<file path="src/rtl/multicycle_ctrl_pkg.sv">
// ctrl_pkg: FSM states, opcode classes, opcodes and control-field encodings for multicycle_ctrl
package ctrl_pkg;
  typedef enum logic [3:0] {
    S_FETCH, S_DECODE, S_EXEC_R, S_EXEC_I, S_WB_ALU, S_MEM_ADDR,
    S_MEM_RD, S_WB_MEM, S_MEM_WR, S_BRANCH, S_JUMP, S_ILLEGAL
  } state_t;
  typedef enum logic [2:0] {CLS_NONE, CLS_R, CLS_I, CLS_LW, CLS_SW, CLS_BR, CLS_JAL} cls_t;
  localparam logic [6:0] OP_R   = 7'b0110011;
  localparam logic [6:0] OP_I   = 7'b0010011;
  localparam logic [6:0] OP_LW  = 7'b0000011;
  localparam logic [6:0] OP_SW  = 7'b0100011;
  localparam logic [6:0] OP_BR  = 7'b1100011;
  localparam logic [6:0] OP_JAL = 7'b1101111;
  localparam logic [2:0] ALU_ADD = 3'b000;
  localparam logic [2:0] ALU_SUB = 3'b001;
  localparam logic [2:0] ALU_AND = 3'b010;
  localparam logic [2:0] ALU_OR  = 3'b011;
  localparam logic [2:0] ALU_SLT = 3'b101;
  localparam logic [1:0] IMM_I = 2'b00;
  localparam logic [1:0] IMM_S = 2'b01;
  localparam logic [1:0] IMM_B = 2'b10;
  localparam logic [1:0] IMM_J = 2'b11;
  localparam logic [1:0] RES_ALU = 2'b00;
  localparam logic [1:0] RES_MEM = 2'b01;
  localparam logic [1:0] RES_PC4 = 2'b10;
  function automatic cls_t op_class(input logic [6:0] op);
    return op == OP_R ? CLS_R : op == OP_I ? CLS_I : op == OP_LW ? CLS_LW :
           op == OP_SW ? CLS_SW : op == OP_BR ? CLS_BR : op == OP_JAL ? CLS_JAL : CLS_NONE;
  endfunction
endpackage

</file>
<file path="src/rtl/multicycle_ctrl_if.sv">
// multicycle_ctrl_if: instruction, memory handshake and datapath control bundle
interface multicycle_ctrl_if #(parameter int WIDTH = 32);
  logic [WIDTH-1:0] instr;
  logic             EQ;
  logic             mem_ready;
  logic             mem_req;
  logic             MemWrite;
  logic             AdrSrc;
  logic             IRwrite;
  logic [2:0]       ALUctrl;
  logic             ALUsrc;
  logic [1:0]       ImmSrc;
  logic             RegWrite;
  logic [1:0]       ResultSrc;
  logic             PCwrite;
  logic             PCsrc;
  logic             illegal;
  modport master (
    input  instr, EQ, mem_ready,
    output mem_req, MemWrite, AdrSrc, IRwrite, ALUctrl, ALUsrc, ImmSrc,
           RegWrite, ResultSrc, PCwrite, PCsrc, illegal
  );
  modport slave (
    output instr, EQ, mem_ready,
    input  mem_req, MemWrite, AdrSrc, IRwrite, ALUctrl, ALUsrc, ImmSrc,
           RegWrite, ResultSrc, PCwrite, PCsrc, illegal
  );
endinterface

</file>
<file path="src/rtl/multicycle_ctrl_alu_decoder.sv">
// alu_decoder: maps opcode class, funct3 and funct7[5] to ALUctrl and an instruction-legal bit
module alu_decoder
  import ctrl_pkg::*;
(
  input  cls_t       cls,
  input  logic [2:0] funct3,
  input  logic       f7b5,
  output logic [2:0] alu_ctrl,
  output logic       valid
);
  logic       f3_ok;
  logic [2:0] arith;
  always_comb begin
    f3_ok    = funct3 == 3'b000 || funct3 == 3'b111 || funct3 == 3'b110 || funct3 == 3'b010;
    arith    = funct3 == 3'b111 ? ALU_AND : funct3 == 3'b110 ? ALU_OR :
               funct3 == 3'b010 ? ALU_SLT : (cls == CLS_R && f7b5) ? ALU_SUB : ALU_ADD;
    alu_ctrl = cls == CLS_BR ? ALU_SUB : (cls == CLS_R || cls == CLS_I) ? arith : ALU_ADD;
    valid    = cls == CLS_R ? f3_ok && (!f7b5 || funct3 == 3'b000) :
               cls == CLS_I ? f3_ok :
               (cls == CLS_LW || cls == CLS_SW) ? funct3 == 3'b010 :
               cls == CLS_BR ? funct3[2:1] == 2'b00 :
               cls == CLS_JAL;
  end
endmodule

</file>
<file path="src/rtl/multicycle_ctrl.sv">
// multicycle_ctrl: RV32I-subset multi-cycle control FSM; define ILLEGAL_TRAP_EN to trap on illegal instructions
module multicycle_ctrl
  import ctrl_pkg::*;
#(
  parameter int WIDTH = 32
) (
  input logic              clk,
  input logic              rst,
  multicycle_ctrl_if.master bus
);
`ifdef ILLEGAL_TRAP_EN
  localparam bit TRAP = 1'b1;
`else
  localparam bit TRAP = 1'b0;
`endif
  logic [WIDTH-1:0] ir;
  logic             unused_ir;
  state_t           state;
  cls_t             cls;
  logic [2:0]       dec_alu;
  logic             dec_valid;
  logic             illegal_q;
  logic             take;
  logic             run;
  assign ir        = bus.instr;
  assign unused_ir = ^{ir[WIDTH-1:31], ir[29:15], ir[11:7]};
  assign cls       = op_class(ir[6:0]);
  assign run       = !rst;
  assign take      = ir[12] ? !bus.EQ : bus.EQ;
  alu_decoder u_dec (
    .cls      (cls),
    .funct3   (ir[14:12]),
    .f7b5     (ir[30]),
    .alu_ctrl (dec_alu),
    .valid    (dec_valid)
  );
  always_ff @(posedge clk) begin
    if (rst) begin
      state     <= S_FETCH;
      illegal_q <= 1'b0;
    end else begin
      case (state)
        S_FETCH:    if (bus.mem_ready) state <= S_DECODE;
        S_DECODE:   state <= !dec_valid ? S_ILLEGAL : cls == CLS_R ? S_EXEC_R : cls == CLS_I ? S_EXEC_I :
                             (cls == CLS_LW || cls == CLS_SW) ? S_MEM_ADDR : cls == CLS_BR ? S_BRANCH : S_JUMP;
        S_EXEC_R:   state <= S_WB_ALU;
        S_EXEC_I:   state <= S_WB_ALU;
        S_MEM_ADDR: state <= cls == CLS_LW ? S_MEM_RD : S_MEM_WR;
        S_MEM_RD:   if (bus.mem_ready) state <= S_WB_MEM;
        S_MEM_WR:   if (bus.mem_ready) state <= S_FETCH;
        S_ILLEGAL:  if (TRAP) illegal_q <= 1'b1; else state <= S_FETCH;
        default:    state <= S_FETCH;
      endcase
    end
  end
  assign bus.mem_req   = run && (state == S_FETCH || state == S_MEM_RD || state == S_MEM_WR);
  assign bus.MemWrite  = run && state == S_MEM_WR;
  assign bus.AdrSrc    = run && (state == S_MEM_RD || state == S_MEM_WR);
  assign bus.IRwrite   = run && state == S_FETCH && bus.mem_ready;
  assign bus.ALUctrl   = !run ? ALU_ADD : (state == S_EXEC_R || state == S_EXEC_I) ? dec_alu :
                         state == S_BRANCH ? ALU_SUB : ALU_ADD;
  assign bus.ALUsrc    = run && (state == S_EXEC_I || state == S_MEM_ADDR);
  assign bus.ImmSrc    = !run ? IMM_I : (state == S_MEM_ADDR && cls == CLS_SW) ? IMM_S :
                         state == S_BRANCH ? IMM_B : state == S_JUMP ? IMM_J : IMM_I;
  assign bus.RegWrite  = run && (state == S_WB_ALU || state == S_WB_MEM || state == S_JUMP);
  assign bus.ResultSrc = !run ? RES_ALU : state == S_WB_MEM ? RES_MEM : state == S_JUMP ? RES_PC4 : RES_ALU;
  assign bus.PCwrite   = run && (state == S_WB_ALU || state == S_WB_MEM || state == S_BRANCH || state == S_JUMP ||
                         (state == S_MEM_WR && bus.mem_ready) || (state == S_ILLEGAL && !TRAP));
  assign bus.PCsrc     = run && (state == S_JUMP || (state == S_BRANCH && take));
  assign bus.illegal   = run && TRAP && (illegal_q || state == S_ILLEGAL);
endmodule
</file>
<file path="src/flat_wrapper.sv">
// flat-port wrapper written by rule: the top's interface ports become plain ports
module multicycle_ctrl_flat import ctrl_pkg::*;
#(
  parameter int WIDTH = 32
)
  (clk, rst, bus_instr, bus_EQ, bus_mem_ready, bus_mem_req, bus_MemWrite, bus_AdrSrc, bus_IRwrite, bus_ALUctrl, bus_ALUsrc, bus_ImmSrc, bus_RegWrite, bus_ResultSrc, bus_PCwrite, bus_PCsrc, bus_illegal);
  multicycle_ctrl_if #(.WIDTH(WIDTH)) bus_i ();
  input logic clk;
  input logic rst;
  input wire logic [$bits(bus_i.instr)-1:0] bus_instr;
  input wire logic [$bits(bus_i.EQ)-1:0] bus_EQ;
  input wire logic [$bits(bus_i.mem_ready)-1:0] bus_mem_ready;
  output wire logic [$bits(bus_i.mem_req)-1:0] bus_mem_req;
  output wire logic [$bits(bus_i.MemWrite)-1:0] bus_MemWrite;
  output wire logic [$bits(bus_i.AdrSrc)-1:0] bus_AdrSrc;
  output wire logic [$bits(bus_i.IRwrite)-1:0] bus_IRwrite;
  output wire logic [$bits(bus_i.ALUctrl)-1:0] bus_ALUctrl;
  output wire logic [$bits(bus_i.ALUsrc)-1:0] bus_ALUsrc;
  output wire logic [$bits(bus_i.ImmSrc)-1:0] bus_ImmSrc;
  output wire logic [$bits(bus_i.RegWrite)-1:0] bus_RegWrite;
  output wire logic [$bits(bus_i.ResultSrc)-1:0] bus_ResultSrc;
  output wire logic [$bits(bus_i.PCwrite)-1:0] bus_PCwrite;
  output wire logic [$bits(bus_i.PCsrc)-1:0] bus_PCsrc;
  output wire logic [$bits(bus_i.illegal)-1:0] bus_illegal;
  assign bus_i.instr = bus_instr;
  assign bus_i.EQ = bus_EQ;
  assign bus_i.mem_ready = bus_mem_ready;
  assign bus_mem_req = bus_i.mem_req;
  assign bus_MemWrite = bus_i.MemWrite;
  assign bus_AdrSrc = bus_i.AdrSrc;
  assign bus_IRwrite = bus_i.IRwrite;
  assign bus_ALUctrl = bus_i.ALUctrl;
  assign bus_ALUsrc = bus_i.ALUsrc;
  assign bus_ImmSrc = bus_i.ImmSrc;
  assign bus_RegWrite = bus_i.RegWrite;
  assign bus_ResultSrc = bus_i.ResultSrc;
  assign bus_PCwrite = bus_i.PCwrite;
  assign bus_PCsrc = bus_i.PCsrc;
  assign bus_illegal = bus_i.illegal;
  multicycle_ctrl #(.WIDTH(WIDTH)) u_core (.clk(clk), .rst(rst), .bus(bus_i));
endmodule
</file>
<file path="config.mk">
export PLATFORM = sky130hd
export DESIGN_NAME = multicycle_ctrl_flat
export DESIGN_NICKNAME = d
export VERILOG_FILES = /design/src/rtl/multicycle_ctrl_pkg.sv /design/src/rtl/multicycle_ctrl_if.sv /design/src/rtl/multicycle_ctrl_alu_decoder.sv /design/src/rtl/multicycle_ctrl.sv /design/src/flat_wrapper.sv
export SDC_FILE = /design/constraint.sdc
export NUM_CORES = 1
export LEC_CHECK = 0
export BUFFER_PORTS_ARGS = -buffer_cell sky130_fd_sc_hd__buf_4
export CORE_UTILIZATION = 42
export DETAILED_ROUTE_END_ITERATION = 10
export PLACE_DENSITY = 0.84
export SLEW_MARGIN = 0
export SYNTH_ARGS = -nofsm -noshare
export SYNTH_HDL_FRONTEND = slang
export SYNTH_SLANG_ARGS = --single-unit
</file>
<file path="constraint.sdc">
create_clock -name clk -period 4.6 [get_ports clk]
set_clock_uncertainty 0.2 [all_clocks]
set_input_delay 0.46 -clock clk [delete_from_list [all_inputs] [get_ports clk]]
set_output_delay 0.46 -clock clk [all_outputs]
set_load 0.01 [all_outputs]
</file>
==> results of run 1 <==
critical path: stages:
cell and delay [ns]:
buf_4 0.12, nand4bb_4 0.25, or3b_4 0.42, o2bb2ai_1 0.14, a22oi_1 0.08, nor3_1 0.17
buf_4 0.15
per-stage QoR:
stage | utilization, % | std cells
finish | 60.9 | 142
global route | 60.9 | 142
CTS | 60.9 | 142
detailed placement | 59.4 | 139
global placement | 59.4 | 139
floorplan | - | 99
power by group through the flow:
stage	combinational (mW)	sequential, mW	clock [mW]
finish	0.0696	0.0497	0.0467
global route	0.0769	0.0513	0.0471
CTS	0.0691	0.0495	0.0455
detailed placement	0.0687	0.0500	0
global placement	0.0669	0.0494	0
floorplan	0.0468	0.0430	0
final cells by class:
cell class / instances / area share [%]
repair buffers: 29 / 23.7
flip-flops and latches: 4 / 8.73
inverters: 3 / 1.23
clock buffers: 3 / 2.46
well taps: 16 / 2.18
multi-input cells: 87 / 61.7
synthesized netlist by cell type, types with 2 or more instances:
library cell	number	area, µm²
a21oi_1	9	45.0
a22oi_1	2	15.0
a31oi_1	2	12.5
and2_1	2	12.5
and3_1	2	12.5
clkbuf_1	4	15.0
dfxtp_1	4	80.1
inv_1	3	11.3
nand2_1	9	33.8
nand2b_1	5	31.3
nand4_1	2	12.5
nor2_1	9	33.8
nor2b_1	7	43.8
nor3_1	7	35.0
o21ai_0	6	30.0
xor2_1	2	17.5
logic make-up (layout without fill, tap and decap cells):
group	after synthesis	in the layout	synth area share, %
other	1	1	0.552
flip-flops	4	4	11.8
AND/OR/NAND/NOR	53	53	47.5
multiplexers	1	1	1.47
AO/OA/AOI/OAI	30	30	31.1
buffers and inverters	8	35	4.97
XOR/XNOR	2	2	2.58
metal layers:
metal | part of all wire [%] | track usage, % | up-vias
li1 | - | - | 422
met1 | 45 | 29.1 | 403
met2 | 49 | 40.0 | 22
met3 | 3.8 | 6.03 | 4
met4 | 1.7 | 7.50 | 0
met5 | 0 | 0 | -
final timing paths:
check	start	endpoint	slack, ns
max	bus_instr[3]	bus_ALUctrl[0]	2.16
max reg2reg	u_core.state[1]	u_core.state[1]	3.00
min	bus_instr[4]	u_core.state[2]	0.26
min reg2reg	u_core.state[0]	u_core.state[3]	0.51
==> flow_summary_export.csv, run 1 <==
group,metric,value,unit
route,drt_first_pass_iters,4,
pwr,p_comb_share,41.9,%
clock_network,cts_tree,"done",
worst_setup_path,worstPathRequired,3.94,ns
clock_network,cts_setup_buffers,0,
finish,multi_input_area,566,µm²
global_routing,gr-usage-all-layers,23.6,%
finish,area_growth_syn_to_layout,35.0,%
placement,postPlaceCellArea,895,µm²
placement,gp_congestion,0.832,
timing,max_slew_margin,66.3,%
finish,final-seq-area,80.1,µm²
die,dieWidth,42.2,µm
clock_network,postCtsHoldBufs,0,
route,drc,0,
clock_network,cts_resized,0,
synth,yosysUniqueCellTypes,40,
finish,nFillCells,137,
die,ioPinCount,52,
placement,dpl.hpwl,1460,µm
synth,yosysSeqAreaShare,11.8,%
clock_network,h-tree-depth,1,
timing,finalSetupTns,0,ns
die,core_area,1510,µm²
route,drt-initial-drc-count,19,
finish,drive_above_1_share,30.2,%
synth,synth-async-reset-ratio,0,%
finish,largestRegisters,"u_core.state: 4 flops",
pwr,clock_power_share,28.1,%
run_status,status,"finished, final reports clean",
route,ant_nets,0,
timing,whs,0.256,ns
global_routing,grt_pass1_vias,785,
synth,syn_nets,135,
finish,layout.nets,164,
finish,antenna_cells,0,
clock_network,cts_made_buffers,3,
pwr,p_leak,0.383,nW
timing,slew_viol_final,0,
global_routing,grt_overflow,0,
worst_setup_path,critPathKind,"primary input to primary output",
pwr,ir_drop,0.124,mV
die,dieArea,1780,µm²
die,fp.dieH,42.2,µm
route,routed_wl,1890,µm
worst_setup_path,arrival,1.78,ns
pwr,p_seq_share,29.9,%
route,vias,851,
timing,period_share,53.1,%
timing,tightest_slew,0.505,ns
finish,final_cell_mix,"buf_4 (29), nand2_1 (9), nor2_1 (9), a21oi_1 (9)",
timing,setup_ws,2.16,ns
clock_network,clock_latency,0.24,ns
min_path,hold_depth,2,
worst_setup_path,path_max_fanout,6,
finish,design_area,917,µm²
pwr,switching_share,39.3,%
finish,regMostFlops,"u_core.state",
timing,maxClockFrequency,409,MHz
synth,synthCells,99,
timing,finalCriticalPeriod,2.44,ns
min_path,holdCritPathClass,"primary input to flip-flop",
global_routing,grt_pass1_wl,3370,µm
placement,place_ws,2.14,ns
pwr,totalPowerFinal,0.166,mW
worst_setup_path,end_kind,"primary output",
synth,synth_edf_count,0,
timing,setup_violations,0,
placement,portBuffers,29,
pwr,internal_power,0.101,mW
flow_run,maxCapViolCount,0,
synth,syn-cell-area,679,µm²
synth,ys_ff_latch,4,
clock_network,path_clk_slew,0.04,ns
clock_network,cts_root_buffer,"clkbuf_4",
die,start_util,45.1,%
worst_setup_path,critPathLaunchType,"primary input",
synth,yosysWarnings,0,
die,num_rows,14,
route,wl_per_cell,13.3,µm
synth,synthFlopType,"dfxtp_1",
pwr,p_per_area,181,nW/µm²
synth,syn_area_per_cell,6.86,µm²
route,viasPerCell,5.99,
timing,grt_setup_unrepaired,"no",
timing,final-hold-violation-count,0,
clock_network,ctsLongestPathBuffers,2,
global_routing,grt_max_degree,18,
clock_network,cts_sinks,4,
finish,final_common_cell,"buf_4",
global_routing,antenna_found_initial,0,
finish,largest_reg_flops,4,
pwr,p_sw,0.0652,mW
worst_setup_path,r2r_cells,4,
Note: power is estimated with default switching activity, not from simulation.
==> run 2, diff against run 1 <==
- CORE_UTILIZATION: 42 -> 39
- PLACE_DENSITY: 0.84 -> 0.79
- clock period: 4.6 -> 2.3 ns (I/O delays scaled with it)
==> flow_summary_export.csv, run 2 (synthesis results as in run 1) <==
group,metric,value,unit
pwr,p_leak,0.388,nW
clock_network,cts_sinks,4,
timing,slew_viol_final,0,
pwr,p_per_area,361,nW/µm²
die,dieArea,1910,µm²
global_routing,gr-usage-all-layers,22.1,%
worst_setup_path,rrSetupSlack,0.73,ns
die,start_util,43.6,%
global_routing,antenna_found_initial,0,
finish,largest_reg_flops,4,
clock_network,cts_root_buffer,"clkbuf_4",
die,fp.dieH,43.7,µm
worst_setup_path,r2r_start,"u_core.state[1]",
flow_run,maxCapViolCount,0,
pwr,p_seq_share,28.4,%
die,core_area,1560,µm²
min_path,holdPathEnd,"u_core.state[2]",
min_path,hold_depth,2,
run_status,status,"finished, violations left",
clock_network,ctsLongestPathBuffers,2,
clock_network,clock_latency,0.25,ns
route,routed_wl,1860,µm
finish,finalNonFillerCells,143,
clock_network,cts_tree,"done",
pwr,ir_drop,0.245,mV
route,viasPerCell,5.76,
global_routing,grt_overflow,0,
finish,regMostFlops,"u_core.state",
clock_network,h-tree-depth,1,
pwr,internal_power,0.204,mW
timing,tightest_slew,0.499,ns
die,ioPinCount,52,
route,drt-initial-drc-count,30,
placement,gp_congestion,0.834,
finish,final_common_cell,"buf_4",
clock_network,cts_made_buffers,3,
finish,final_cell_mix,"buf_4 (30), nand2_1 (9), nor2_1 (9), a21oi_1 (9)",
pwr,switching_share,38.9,%
route,vias,823,
worst_setup_path,rr_endpoint,"u_core.state[1]",
worst_setup_path,critPathLaunchType,"flip-flop",
worst_setup_path,path_max_fanout,10,
min_path,holdCritPathClass,"primary input to flip-flop",
worst_setup_path,worstPathRequired,1.87,ns
global_routing,busiest_layer,"met2",
pwr,clock_power_share,28.3,%
route,wl_per_cell,13.0,µm
pwr,p_sw,0.130,mW
global_routing,met2_usage,36.4,%
timing,final-hold-violation-count,0,
worst_setup_path,critPathKind,"flip-flop to primary output",
worst_setup_path,arrival,1.70,ns
finish,antenna_cells,0,
timing,setup_violations,0,
min_path,hold_path_startpoint,"bus_instr[4]",
global_routing,met3_usage,7.92,%
global_routing,grt_pass1_vias,764,
timing,finalSetupTns,0,ns
route,ant_nets,0,
worst_setup_path,r2r_cells,4,
placement,placed_cells,140,
timing,grt_setup_unrepaired,"no",
timing,finalCriticalPeriod,2.13,ns
timing,max_slew_margin,66.7,%
finish,area_growth_syn_to_layout,36.1,%
clock_network,path_clk_slew,0.04,ns
finish,drive_above_1_share,30.7,%
run_status,violations,"design-rule violations",
route,drc,1,
route,drt_first_pass_iters,7,
timing,maxClockFrequency,469,MHz
global_routing,grt_pass1_wl,3160,µm
placement,portBuffers,29,
clock_network,cts_resized,0,
clock_network,cts_setup_buffers,0,
finish,layout.nets,165,
worst_setup_path,end_kind,"primary output",
die,num_rows,14,
timing,period_share,92.6,%
die,dieWidth,43.7,µm
placement,dpl.hpwl,1480,µm
finish,largestRegisters,"u_core.state: 4 flops",
global_routing,met1_usage,27.2,%
pwr,p_comb_share,43.4,%
global_routing,grt_max_degree,17,
clock_network,postCtsHoldBufs,0,
run 2: through the flow:
step / utilization (%) / worst slack [ns] / instance area (µm²) / hold slack [ns] / power [mW]
floorplan: - / 0.552 / 679 / 0.131 / 0.180
global placement: 57.9 / 0.318 / 902 / 0.260 / 0.237
detailed placement: 57.9 / 0.299 / 902 / 0.263 / 0.239
CTS: 59.3 / 0.185 / 925 / 0.00401 / 0.336
global route: 59.3 / 0.0677 / 925 / 0.0120 / 0.360
finish: 59.3 / 0.170 / 925 / 0.0128 / 0.334
run 2: worst max path at each step:
stage                          from          endpoint  slack (ns)  cells past startpoint
CTS                 u_core.state[2]  bus_ResultSrc[0]        0.19                      4
floorplan              bus_instr[3]    bus_ALUctrl[0]        0.55                      5
global route        u_core.state[2]     bus_ImmSrc[0]        0.07                      4
detailed placement     bus_instr[3]    bus_ALUctrl[0]        0.30                      7
finish              u_core.state[2]  bus_ResultSrc[0]        0.17                      4
global placement       bus_instr[3]    bus_ALUctrl[0]        0.32                      7
run 2: power groups by stage:
stage	logic, mW	registers, mW	clock network [mW]
after floorplan	0.0937	0.0859	0
after global routing	0.161	0.0964	0.102
after global placement	0.142	0.0941	0
final	0.145	0.0948	0.0944
after CTS	0.145	0.0940	0.0974
after detailed placement	0.144	0.0950	0
run 2: cell type report:
cell class / count / area, µm²
sequential: 4 / 80.1
fill: 155 / 634
tap: 16 / 20.0
timing repair buffer: 30 / 225
multi-input combinational: 87 / 566
inverter: 3 / 11.3
clock buffer: 3 / 22.5
run 2: metal layers:
layer	wire (µm)	share of wire (%)
met5	0	0
met4	12	0.64
met3	93	5.0
met2	945	51
met1	812	44
run 2: critical path, cell delays in order (launching register included):
cell     delay (ns)
dfxtp_1        0.53
nor2b_1        0.42
nor2b_1        0.22
and3_1         0.17
buf_4          0.11
